$ cat config.mk
export PLATFORM = sky130hd
export DESIGN_NAME = wb_stage
export DESIGN_NICKNAME = d
export VERILOG_FILES = /design/src/rtl/wb_stage.sv
export SDC_FILE = /design/constraint.sdc
export NUM_CORES = 1
export LEC_CHECK = 0
export CORE_UTILIZATION = 48
export CTS_CLUSTER_DIAMETER = 80
export DETAILED_ROUTE_END_ITERATION = 12
export GPL_TIMING_DRIVEN = 1
export PLACE_DENSITY = 0.95
export SETUP_SLACK_MARGIN = 0.3
export SLEW_MARGIN = 20
export SYNTH_ARGS = -nofsm -noshare
export SYNTH_HDL_FRONTEND = slang
export SYNTH_SLANG_ARGS = --single-unit
$ cat constraint.sdc
create_clock -name clk -period 5 [get_ports clk]
set_input_delay 0.75 -clock clk [delete_from_list [all_inputs] [get_ports clk]]
set_output_delay 0.75 -clock clk [all_outputs]
set_load 0.02 [all_outputs]
$ cat src/rtl/wb_stage.sv
// Writeback stage: arbitrates ALU/load results, extracts load lanes, drives the
// registered register-file write port and a pending-write scoreboard. Optional: WB_RETIRE_CNT_EN.
module wb_stage #(
  parameter int XLEN = 64,
  parameter int NREG = 32,
  parameter int IDXW = 5
) (
  input  logic            clk,
  input  logic            reset,
  input  logic            alu_valid,
  output logic            alu_ready,
  input  logic [IDXW-1:0] alu_rd,
  input  logic [XLEN-1:0] alu_data,
  input  logic            ld_valid,
  output logic            ld_ready,
  input  logic [IDXW-1:0] ld_rd,
  input  logic [2:0]      ld_funct3,
  input  logic [2:0]      ld_addr_lo,
  input  logic [XLEN-1:0] ld_raw,
  input  logic            iss_valid,
  input  logic [IDXW-1:0] iss_rd,
  output logic            wr_en,
  output logic [IDXW-1:0] wr_idx,
  output logic [XLEN-1:0] wr_data,
  output logic [NREG-1:0] busy
`ifdef WB_RETIRE_CNT_EN
  ,
  output logic [63:0]     retire_cnt
`endif
);

  function automatic logic [63:0] load_extract(input logic [2:0] funct3,
                                               input logic [2:0] addr_lo,
                                               input logic [63:0] raw);
    logic [2:0]  lane;
    logic [63:0] sh;
    // low address bits below the access size are ignored
    case (funct3[1:0])
      2'd0:    lane = addr_lo;
      2'd1:    lane = {addr_lo[2:1], 1'b0};
      2'd2:    lane = {addr_lo[2], 2'b00};
      default: lane = 3'd0;
    endcase
    sh = raw >> {lane, 3'b000};
    case (funct3)
      3'd0:    load_extract = {{56{sh[7]}}, sh[7:0]};
      3'd1:    load_extract = {{48{sh[15]}}, sh[15:0]};
      3'd2:    load_extract = {{32{sh[31]}}, sh[31:0]};
      3'd3:    load_extract = sh;
      3'd4:    load_extract = {56'd0, sh[7:0]};
      3'd5:    load_extract = {48'd0, sh[15:0]};
      3'd6:    load_extract = {32'd0, sh[31:0]};
      default: load_extract = 64'd0;
    endcase
  endfunction

  logic            ld_xfer_s;
  logic            alu_xfer_s;
  logic [NREG-1:0] set_s;
  logic [NREG-1:0] clr_s;

  assign ld_ready   = !reset;
  assign alu_ready  = !reset && !ld_valid;
  assign ld_xfer_s  = ld_valid && ld_ready;
  assign alu_xfer_s = alu_valid && alu_ready;

  // Write port register: load has priority, x0 writes are retired silently
  always_ff @(posedge clk) begin
    if (reset) begin
      wr_en   <= 1'b0;
      wr_idx  <= {IDXW{1'b0}};
      wr_data <= {XLEN{1'b0}};
    end else if (ld_xfer_s) begin
      wr_en   <= (ld_rd != {IDXW{1'b0}});
      wr_idx  <= ld_rd;
      wr_data <= load_extract(ld_funct3, ld_addr_lo, ld_raw);
    end else if (alu_xfer_s) begin
      wr_en   <= (alu_rd != {IDXW{1'b0}});
      wr_idx  <= alu_rd;
      wr_data <= alu_data;
    end else begin
      wr_en   <= 1'b0;
    end
  end

  // Scoreboard set/clear masks; register 0 is never tracked
  always_comb begin
    set_s = {NREG{1'b0}};
    clr_s = {NREG{1'b0}};
    if (iss_valid) begin
      set_s[iss_rd] = 1'b1;
    end else begin
      set_s = {NREG{1'b0}};
    end
    if (wr_en) begin
      clr_s[wr_idx] = 1'b1;
    end else begin
      clr_s = {NREG{1'b0}};
    end
    set_s[0] = 1'b0;
  end

  // Scoreboard register: set wins over a same-cycle clear
  always_ff @(posedge clk) begin
    if (reset) begin
      busy <= {NREG{1'b0}};
    end else begin
      busy <= (busy & ~clr_s) | set_s;
    end
  end

`ifdef WB_RETIRE_CNT_EN
  // Retired-transfer counter, wraps naturally at 2^64
  always_ff @(posedge clk) begin
    if (reset) begin
      retire_cnt <= 64'd0;
    end else if (ld_xfer_s || alu_xfer_s) begin
      retire_cnt <= retire_cnt + 64'd1;
    end else begin
      retire_cnt <= retire_cnt;
    end
  end
`endif

endmodule

## After elaboration in Yosys (flattened, before gate mapping)

Index checks and enable logic that the tools add are counted.

- Bits in registers: 102
- Input port bits: 154
- Output and inout port bits: 104
- Logic and storage cells: 48

- $lt $le $gt $ge: 4
- Equality and inequality tests: 8
- Shifts and indexed selects: 1
- Muxes and demuxes: 16
- Bitwise logic cells: 3
- Reductions and logical operators: 12

Operators with widths:

| operator | count |
|---|---|
| $pmux 64 s7 | 1 |
| $mux 64 | 2 |
| $mux 32 | 2 |
| $shr 64x6->64 | 1 |
| $and 32x32->32 | 1 |
| $not 32->32 | 1 |
| $or 32x32->32 | 1 |
| $lt 5x6->1 const B | 2 |
| $demux 1 s5 | 2 |
| $ge 5x1->1 const B | 2 |
| $mux 5 | 2 |
| $reduce_bool 5->1 | 2 |
| $eq 3x3->1 const B | 3 |
| $pmux 3 s3 | 1 |
| $eq 3x2->1 const B | 2 |
| $mux 3 | 2 |
| $logic_and 1x1->1 | 5 |
| $mux 1 | 4 |
| $eq 3x1->1 const B | 1 |
| $logic_not 3->1 | 1 |
| $eq 2x1->1 const B | 1 |
| $eq 2x2->1 const B | 1 |
| $logic_not 1->1 | 2 |
| $logic_not 2->1 | 1 |
| $reduce_bool 2->1 | 1 |

## Depth between registers and ports, before layout

- Word-level depth: 8
- Depth in mapped cells: 9
- Depth with buffers taken out: 6

## Worst setup path before layout

OpenSTA, ideal clock, no wires.

- Kind: in2reg
- Start point: input ld_funct3[0]
- End point: register wr_data[55]
- Library setup time: 0.123 ns
- Arrival time: 2.459 ns
- Data required time: 4.877 ns
- Path slack: 2.419 ns
- Stages: 8
- Buffers on the path: 2
- Cells stage by stage: buf_2 > nand2_1 > nand2_2 > a2111oi_4 > a2111oi_4 > o32ai_2 > buf_2 > a21oi_1

- Longest elaborated chain between the ends: 7
- Elaborated cells on any way between the ends: 16
- Classes of those cells: eq/ne: 8; shift: 1; mux: 5; reduce/logical: 2

RTL lines:

| item | line | text |
|---|---|---|
| start: declaration | 17 | `input logic [2:0] ld_funct3,` |
| $eq 2x2->1 (tied with other cells) | 38 | `case (funct3[1:0])` |
| $pmux 3 s3 | 38 |  |
| $mux 3 | 73 | `end else if (ld_xfer_s) begin` |
| $mux 3 | 69 | `if (reset) begin` |
| $shr 64x6->64 | 44 | `sh = raw >> {lane, 3'b000};` |
| $pmux 64 s7 (*) | 45 | `case (funct3)` |
| $mux 64 (*) | 73 |  |
| end signal: assignment | 72 | `wr_data <= {XLEN{1'b0}};` |
| end signal: assignment | 76 | `wr_data <= load_extract(ld_funct3, ld_addr_lo, ld_raw);` |
| end signal: assignment | 80 | `wr_data <= alu_data;` |
| end: declaration | 24 | `output logic [XLEN-1:0] wr_data,` |

Every way passes the cells marked *; elsewhere a longest branch is shown, timed or not. The select of a mux whose other input is x is not followed.
A chain may end at the register's enable or synchronous reset.

## Worst setup path after layout

- Start point: input alu_valid
- End point: register wr_data[31]

- Longest elaborated chain between the ends: 2

RTL lines:

| item | line | text |
|---|---|---|
| start: declaration | 10 | `input logic alu_valid,` |
| $logic_and 1x1->1 | 65 | `assign alu_xfer_s = alu_valid && alu_ready;` |
| $reduce_bool 2->1 (no line) | - |  |

Every way passes these cells.

==> impl_metrics.tcl <==
set metrics [dict create \
    crit_buf_inv 4 \
    final.period_utilization_pct 69.8 \
    drt_iter0_markers 1313 \
    worst_setup_path_start_kind "primary input" \
    critPathKind "primary input to flip-flop" \
    ios 258 \
    cp_slowest_cell "clkinv_1" \
    swShare_pct 33.1 \
    finalCoreUtilization_pct 72.8 \
    wl_per_cell_microns 22.6 \
    placed_cell_area_sq_um 9030 \
    post_cts_buffers 0 \
    regArea_sq_um 2040 \
    async_flop_share_pct 0 \
    synth_top_area_share_pct 31.8 \
    slew_headroom_pct 30.7 \
    grt_pass1_vias 7302 \
    clkSlewWorstSetupHoldPaths_ps 80 \
    dieHeight_microns 118 \
    dp_hpwl_microns 19000 \
    path_cells "clkdlybuf4s50_1 -> buf_4 -> or2_2 -> nand2_1 -> a21oi_1 -> clkinv_1 -> o32ai_2 -> buf_4 -> a2111oi_2" \
    synth_area_sq_um 6420 \
    status "complete, no violations" \
    viasPerCell 6.71 \
    synth_nets 929 \
    die-area_sq_um 13800 \
    pwr-share-comb_pct 29.9 \
    slew_viol_final 0 \
    clock_skew_ps 11.0 \
    worstSkewPairLatency_ps 350 \
    root_buffer "clkbuf_16" \
    grt_pass1_wl_microns 40500 \
    crit_top_cell "buf_4" \
    fmax_mhz 287 \
    place.gp.congestion 0.987 \
    drive_above_1_share_pct 9.39 \
    max_stage_delay_ps 550 \
    num_vias 7799 \
    cts_resized 0 \
    crit_required_ps 5190 \
    drt_wl_total_microns 26300 \
    holdBufCountCts 0 \
    setup_viol 0 \
    synthFlopType "dfxtp_1" \
    rows 41 \
    worstMarginPinSlew_ps 1040 \
    power_density_nw_per_um2 248 \
    power_mw 2.32 \
    grt_use_total_pct 36.8 \
    path_delay_family "buffers and inverters" \
    cts_tree "built" \
    numCtsBuffers 9 \
    coreArea_sq_um 12800 \
    die_x_microns 118 \
    max_cap_viol_count 0 \
    yosysUniqueCellTypes 56 \
    antenna_left 0 \
    p_leak_nw 3.43 \
    clock_sinks 102 \
    clk_path_buf_depth 2 \
    yosysWarnings 0 \
    end_kind "flip-flop" \
    nFillCells 990 \
    ys_seq_area_share_pct 31.8 \
    overflow 0 \
    switchingPower_mw 0.767 \
    holdWs_ps 471 \
    area_growth_pct 45.5 \
    avgSynthCellArea_sq_um 8.29 \
    seqPwrFrac_pct 38.5 \
    synthCells 775 \
    synth_area_leaders "dfxtp_1 32%, mux4_2 7.7%, a21oi_1 7.0%, o21ai_0 6.7%, a221oi_1 5.0%" \
    power.share.clock_pct 31.6 \
    p_int_mw 1.55 \
    drcViolationCount 0 \
    synth_top_cell_by_area "dfxtp_1" \
    hold_violations 0 \
    final_area_sq_um 9340 \
    dr.pass1.iters 6 \
    antenna_found_initial 0 \
    hp-class "flip-flop to flip-flop" \
    synth-seq-cells 102 \
    rsz0062_at_grt "false" \
    period_needed_ps 3490 \
    setup_tns_ps 0 \
    port_buffers 257 \
    initial_core_util_pct 50.1 \
    h-tree-depth 3 \
    multi_input_area_sq_um 4000 \
    worstPathMaxFanout 36 \
    synth_edf_count 0 \
    worst_ir_drop_vdd_mv 0.191 \
    nets 1139 \
    diodes 0 \
    worstPathArrival_ps 3680 \
    grt_start_max_net_pins 71 \
]
==> layer usage <==
| layer | track usage, % | vias up | routed length, microns |
|---|---|---|---|
| met2 | 57.4 | 660 | 11800 |
| met1 | 46.8 | 3632 | 9740 |
| met3 | 9.59 | 133 | 3410 |
| met5 | 0 | - | 0 |
| met4 | 18.8 | 0 | 1390 |
| li1 | - | 3374 | - |
==> power groups by stage <==
stage                     sequential (mW)  combinational [mW]  clock, mW
after floorplan                     0.958               0.294          0
final                               0.892               0.695      0.733
after global routing                0.897               0.730      0.769
after detailed placement            0.909               0.672          0
after global placement              0.909               0.665          0
after CTS                           0.891               0.678      0.736
==> flip-flops by register name, indices dropped and copies added, names as in the netlist <==
name / cells
wr_en: 1
wr_data: 64
wr_idx: 5
busy: 32
==> synthesized netlist by cell type, types with 2 or more instances <==
master,count
dfxtp_1,102
a21oi_1,90
o21ai_0,86
nor2_1,72
clkbuf_1,55
nand2_1,50
a221oi_1,37
mux2_2,25
a211oi_1,23
a31oi_1,23
mux4_2,22
inv_1,21
mux2i_1,17
and4_1,13
buf_2,13
nand2b_1,11
a211o_1,10
a22oi_1,10
o211a_1,9
o22ai_1,7
buf_1,6
nand3b_1,6
and2_1,5
nand3_1,4
nor3_1,4
nor3b_1,4
a2111oi_0,3
a32o_1,3
clkinv_1,3
o32a_1,3
o32ai_1,3
a2111oi_4,2
and2_0,2
and3_1,2
and3b_1,2
nor2b_1,2
nor4bb_1,2
o211ai_1,2
o221ai_1,2
o22a_1,2
or3b_2,2
==> stage by stage <==
stage / instances / worst slack [ps]
5_1_grt: 1162 / 1310
6_report: 1162 / 1510
3_3_place_gp: 1146 / 1300
3_5_place_dp: 1146 / 1260
2_1_floorplan: 775 / 2420
4_1_cts: 1162 / 1620
==> worst reg2reg max path: stages (launching register included) <==
cell and delay, ps:
dfxtp_1 560, or3b_2 540, o21ai_0 230, a21oi_1 110
==> cell usage in the layout (no fill, tap or decap), types with 4 or more instances in the layout <==
master           count
nand3b_1             6
mux2i_1             17
dfxtp_1            102
nor3_1               4
o21ai_0             86
mux4_2              22
o211a_1              9
buf_4               16
clkbuf_16            9
inv_1               21
a21oi_1             90
nor2_1              72
nand2_1             49
a22oi_1             10
and4_1              13
o22ai_1              7
nand3_1              4
a211oi_1            23
nor3b_1              4
mux2_2              25
a211o_1             10
a31oi_1             23
a221oi_1            37
and2_1               5
nand2b_1            11
clkdlybuf4s50_1    256
==> worst paths after layout <==
check	start	to	slack, ps	cells past startpoint
min	busy[0]	busy[0]	470	1
max reg2reg	wr_idx[3]	busy[9]	3420	3
max	alu_valid	wr_data[31]	1510	9
min reg2reg	busy[0]	busy[0]	470	1
==> area by class of cell <==
type	instances	share of cell area [%]
multi-input combinational	575	42.8
timing repair buffer	273	28.8
sequential	102	21.9
clock buffer	9	2.41
tap	172	2.30
inverter	24	0.964
clock inverter	7	0.897
==> cells by family after synthesis <==
| family | after synthesis | share of synthesized area, % |
|---|---|---|
| AOI/OAI and AO/OA | 323 | 33.0 |
| buffers and inverters | 98 | 5.98 |
| DFF | 102 | 31.8 |
| muxes | 64 | 14.8 |
| and+or+nand+nor | 188 | 14.4 |
Note: power is estimated with default switching activity, not from simulation.
